===== src/rtl/pipe_stage_reg.sv =====
// Parametrised inter-stage pipeline register: DEPTH slots of {valid, ctrl, data}
// with stall hold, flush bubble insertion and saturating stall/flush counters.
module pipe_stage_reg #(
  parameter int CTRL_W            = 16,
  parameter int DATA_W            = 320,
  parameter int DEPTH             = 1,
  parameter bit CLR_DATA_ON_FLUSH = 1'b0,
  parameter int CNT_W             = 16
) (
  input  logic              clk,
  input  logic              reset,
  input  logic              stall,
  input  logic              flush,
  input  logic              valid_in,
  input  logic [CTRL_W-1:0] ctrl_in,
  input  logic [DATA_W-1:0] data_in,
  output logic              valid_out,
  output logic [CTRL_W-1:0] ctrl_out,
  output logic [DATA_W-1:0] data_out,
  output logic [CNT_W-1:0]  stall_cnt,
  output logic [CNT_W-1:0]  flush_cnt
);

  if (DEPTH < 1 || DEPTH > 4) begin : g_depth_check
    $error("pipe_stage_reg: DEPTH must be in 1..4");
  end

  localparam logic [CNT_W-1:0] CNT_MAX = '1;
  localparam logic [CNT_W-1:0] CNT_ONE = CNT_W'(1);

  logic [DEPTH-1:0]             valid_q;
  logic [DEPTH-1:0][CTRL_W-1:0] ctrl_q;
  logic [DEPTH-1:0][DATA_W-1:0] data_q;

  // Bubbles entering slot 0 carry zero control so a dead entry can never write state downstream.
  always_ff @(posedge clk) begin
    if (reset) begin
      valid_q <= '0;
      ctrl_q  <= '0;
      data_q  <= '0;
    end else if (flush) begin
      valid_q <= '0;
      ctrl_q  <= '0;
      if (CLR_DATA_ON_FLUSH) begin
        data_q <= '0;
      end
    end else if (!stall) begin
      valid_q[0] <= valid_in;
      ctrl_q[0]  <= valid_in ? ctrl_in : '0;
      data_q[0]  <= data_in;
      for (int k = 1; k < DEPTH; k++) begin
        valid_q[k] <= valid_q[k-1];
        ctrl_q[k]  <= ctrl_q[k-1];
        data_q[k]  <= data_q[k-1];
      end
    end
  end

  // A flush only counts when it actually killed something; flush hides a coincident stall.
  always_ff @(posedge clk) begin
    if (reset) begin
      stall_cnt <= '0;
      flush_cnt <= '0;
    end else if (flush) begin
      if ((|valid_q) && (flush_cnt != CNT_MAX)) begin
        flush_cnt <= flush_cnt + CNT_ONE;
      end
    end else if (stall) begin
      if (stall_cnt != CNT_MAX) begin
        stall_cnt <= stall_cnt + CNT_ONE;
      end
    end
  end

  assign valid_out = valid_q[DEPTH-1];
  assign ctrl_out  = ctrl_q[DEPTH-1];
  assign data_out  = data_q[DEPTH-1];

endmodule

===== config.mk =====
export PLATFORM = sky130hd
export DESIGN_NAME = pipe_stage_reg
export DESIGN_NICKNAME = d
export VERILOG_FILES = /design/src/rtl/pipe_stage_reg.sv
export SDC_FILE = /design/constraint.sdc
export NUM_CORES = 1
export LEC_CHECK = 0
export BUFFER_PORTS_ARGS = -buffer_cell sky130_fd_sc_hd__buf_4
export CAP_MARGIN = 15
export CORE_AREA = 2 2 277 279
export CTS_CLUSTER_SIZE = 8
export DETAILED_ROUTE_END_ITERATION = 8
export DIE_AREA = 0 0 279 281
export PLACE_DENSITY_LB_ADDON = 0.1
export RECOVER_POWER = 50
export SYNTH_ARGS = -nofsm -noshare
export SYNTH_HDL_FRONTEND = slang
export SYNTH_SLANG_ARGS = --single-unit

===== constraint.sdc =====
create_clock -name clk -period 2.1 [get_ports clk]
set_clock_uncertainty 0.2 [all_clocks]
set_input_delay 0.42 -clock clk [delete_from_list [all_inputs] [get_ports clk]]
set_output_delay 0.42 -clock clk [all_outputs]
set_load 0.01 [all_outputs]

### After elaboration in Yosys (flattened, before gate mapping)

Index checks and enable logic that the tools add are counted.

* flip-flop bits (word level): 369
* input bits: 341
* output and inout bits: 369
* word-level logic and storage cells: 17

* add/subtract/negate cells: 2
* eq/ne operators: 2
* mux-type cells: 1
* bitwise operators: 2
* reduce and logical (&&, ||, !) cells: 5

Operators by type and width (count)
* 16-bit by 1-bit adder with 16-bit output, second input constant: 2
* 16-bit != test, second input constant: 2
* 16-bit two-way mux: 1
* 2-bit AND reduction: 2
* 3-bit AND reduction: 1
* 1-bit NOT: 2
* 2-bit OR reduction: 1
* 1-bit logical AND: 1

### Longest topological paths before layout

* depth after elaboration: 3
* mapped depth: 7
* gate-level depth less buffers: 5

### Least setup slack after synthesis

Ideal clock, no wire load.

* path type: input to register
* start point: input flush
* end point: register flush_cnt[13]
* library setup time: 121 ps
* arrival: 1690 ps
* required time: 1779 ps
* setup slack: 89 ps
* stages: 6
* path through: buf_2 > nand2_1 > or2_2 > clkbuf_1 > nor4_1 > mux2_2

* cells in the longest elaborated chain, start to end: 1

RTL lines
* from (decl): line 13 `input logic flush,`
* 2-bit AND reduction (no source line)
* to (signal assigned): line 66 `flush_cnt <= flush_cnt + CNT_ONE;`
* to (decl): line 21 `output logic [CNT_W-1:0] flush_cnt`

No other way between the ends.
A chain may end at the register's enable or synchronous reset.

### Final worst setup path

* start point: input reset
* end point: register data_q (netlist bit data_out[203])

RTL lines
* from (decl): line 11 `input logic reset,`
* to (signal, indexed assignment): line 54 `data_q[k] <= data_q[k-1];`
* to (decl): line 33 `logic [DEPTH-1:0][DATA_W-1:0] data_q;`

No word-level cell between the ends.

==> results_dict.tcl <==
set metrics [dict create \
    status "finished, final reports clean" \
    clkPwrFrac 0.437 \
    cts.clk_slew.worst_paths_ns 0.05 \
    core-area_um2 75400 \
    first_pass_iters 5 \
    ys_types 42 \
    worstPathMaxFanout 35 \
    critPathRequiredTime_ns 2.32 \
    wl_um 58100 \
    drv_cap 0 \
    reg2regPathDepth 4 \
    fin_util 0.327 \
    rr_endpoint "stall_cnt[15]" \
    yosys_warnings 0 \
    nFillCells 8066 \
    rsz0062_at_grt "no" \
    post_cts_buffers 0 \
    yosys.area.top_type "dfxtp_1" \
    nets 3059 \
    cts_max_level 2 \
    tightest_slew_ns 0.785 \
    p_switching_mw 4.37 \
    setup_tns_ns 0 \
    arrival_ns 2.19 \
    die_y_um 281 \
    max_stage_delay_ns 0.59 \
    cts.sinks 369 \
    path_buf_inv 4 \
    grt_usage 0.140 \
    dieArea_um2 78400 \
    synth_fp_nets 1992 \
    initial_utilization 0.173 \
    die_w_um 279 \
    synth.most_common_cell "nand2_1" \
    hold_ws_ns 0.0757 \
    cp-start-kind "input port" \
    antenna_found_initial 3 \
    numCtsBuffers 53 \
    yosysTopAreaCellShare 0.566 \
    critPathKind "input port to register" \
    drtIter0Drc 538 \
    clockRootBuffer "clkbuf_16" \
    syn2layout_area_growth_pct 89.1 \
    sequentialPowerShare 0.421 \
    p_sw_frac 0.246 \
    regToRegStartpoint "stall_cnt[5]" \
    peakVddDrop_uv 524 \
    drive_above_1_share 0.304 \
    clockBufferDepth 3 \
    p_int_mw 13.4 \
    cp_cell_sequence "dlygate4sd3_1, buf_8, buf_12, buf_2, a21oi_1" \
    fin_crit_ns 1.97 \
    io_pins 710 \
    crit_family "buffers and inverters" \
    grt_max_degree 91 \
    synth_area_leaders "dfxtp_1 57%, nand2_1 19%, a21oi_1 13%, clkbuf_1 3.5%, a22oi_1 0.92%" \
    drc 0 \
    first_global_vias 15100 \
    grt_pass1_wl_um 87200 \
    post_drt_wl_per_cell_um 15.7 \
    syn-cell-area_um2 13000 \
    synth_edf_count 0 \
    finalCritPeriodShare 0.940 \
    end_kind "register" \
    setup_viol 0 \
    slew_viol_final 0 \
    clock_latency_ns 0.58 \
    io_buffers 709 \
    reg2reg_slack_ns 0.16 \
    seq_area_frac_synth 0.566 \
    grt-ovfl-total 0 \
    whs_path_depth 3 \
    synthTopCellsByCount "654 x nand2_1, 369 x dfxtp_1, 342 x a21oi_1" \
    min-delay-start "flush" \
    vias_per_cell 4.05 \
    async_flop_share 0 \
    vias 15000 \
    tritoncts "yes" \
    ant_nets 0 \
    place.gp.congestion 0.770 \
    critPathLaunch "reset" \
    max_slew_margin 0.476 \
    power.density_nw_per_um2 718 \
    fin_ws_ns 0.126 \
    fmax_ghz 0.506 \
    hold_class "input port to register" \
    hold_end "stall_cnt[1]" \
    pre_cts_ws_ns -0.0230 \
    synth_seq_cells 369 \
    p_leak_nw 10.5 \
    hpwlAfterDp_um 42800 \
    num_rows 101 \
    dominantRegCellSynth "dfxtp_1" \
    synth_cells 1649 \
    comb_power_share 0.142 \
    final-hold-violation-count 0 \
    cp_slowest_cell "buf_2" \
    avgSynthCellArea_um2 7.91 \
]
-- how the worst max path moves through the flow --
stage                          to  slack (ns)  cells past startpoint
floorplan           flush_cnt[13]        0.09                      6
global placement      ctrl_out[5]        0.02                      4
detailed placement   ctrl_out[13]       -0.02                      4
CTS                 stall_cnt[15]        0.06                      4
global route         stall_cnt[9]        0.02                      5
finish              data_out[203]        0.13                      5
-- cell usage in the layout, fill, tap and decap left out, types with 2 or more instances in the layout --
| cell type | instances |
|---|---|
| nor3_1 | 3 |
| o41ai_1 | 2 |
| a21oi_1 | 342 |
| dlygate4sd3_1 | 340 |
| nor3b_1 | 2 |
| buf_2 | 2 |
| nor2b_1 | 4 |
| buf_4 | 732 |
| inv_1 | 3 |
| nor4_2 | 2 |
| clkbuf_1 | 44 |
| o21ai_0 | 12 |
| or2_2 | 3 |
| and3_1 | 3 |
| buf_12 | 16 |
| clkbuf_8 | 6 |
| or4_1 | 8 |
| and4_1 | 2 |
| a22oi_1 | 16 |
| mux2_2 | 3 |
| ha_1 | 2 |
| o21a_1 | 2 |
| clkbuf_16 | 53 |
| or3_1 | 12 |
| o31a_1 | 2 |
| buf_6 | 2 |
| mux2i_1 | 2 |
| nand4_1 | 10 |
| o31ai_1 | 7 |
| nand3_1 | 11 |
| nor4_1 | 5 |
| nand2_1 | 654 |
| nor2_1 | 26 |
| o211ai_1 | 2 |
| dfxtp_1 | 369 |
-- layer usage --
metal,vias up,share of wire,global-route usage
li1,7530,-,-
met1,6910,0.37,0.148
met2,428,0.52,0.261
met3,106,0.070,0.0435
met4,4,0.034,0.0536
met5,-,0.00024,0
-- registers in the layout (all words and copies together), names as in the netlist --
| name | count |
|---|---|
| valid_out | 1 |
| data_out | 320 |
| ctrl_out | 16 |
| stall_cnt | 16 |
| flush_cnt | 16 |
-- logic make-up after synthesis --
logic type      Yosys count  share of synthesized area
simple gates            754                      0.233
mux                       5                    0.00412
flops                   369                      0.566
buf+inv                 128                     0.0371
compound gates          391                      0.158
fa+ha+maj                 2                    0.00192
-- worst reg2reg max path: stages, from the launching register on --
cell and delay, ns:
dfxtp_1 0.40, nand4_2 0.17, or4_4 0.57, o311ai_0 0.34, o41ai_1 0.13
-- cell type report --
| class | count | area (µm²) | share of cell area |
|---|---|---|---|
| diodes | 1 | 2.50 | 0.000101 |
| well taps | 978 | 1220 | 0.0496 |
| clock buffers | 62 | 1420 | 0.0575 |
| inverters | 4 | 15.0 | 0.000608 |
| multi-input cells | 1152 | 5200 | 0.211 |
| repair buffers | 1136 | 9430 | 0.382 |
| flip-flops and latches | 369 | 7390 | 0.299 |
-- power groups by stage --
stage,logic [mW],registers [mW],clock network (mW)
final,2.51,7.46,7.75
after global routing,2.74,7.48,8.36
after CTS,2.61,7.45,8.13
after detailed placement,2.06,7.60,0
after global placement,2.05,7.59,0
after floorplan,0.588,7.72,0
-- what timing repair did --
action / CTS / global route
hold buffers: 340 / 0
endpoints found under the hold margin: 345 / 0
gates resized for setup: 0 / 2
endpoints found under the setup margin: 0 / 5
-- per-stage QoR --
stage / power (mW) / cells / cell area (µm²)
2_1_floorplan: 8.31 / 1649 / 13000
3_3_place_gp: 9.64 / 3298 / 20100
3_5_place_dp: 9.66 / 3298 / 20100
4_1_cts: 18.2 / 3700 / 24900
5_1_grt: 18.6 / 3702 / 24700
6_report: 17.7 / 3702 / 24700
Power figures use the tool's default switching activity.
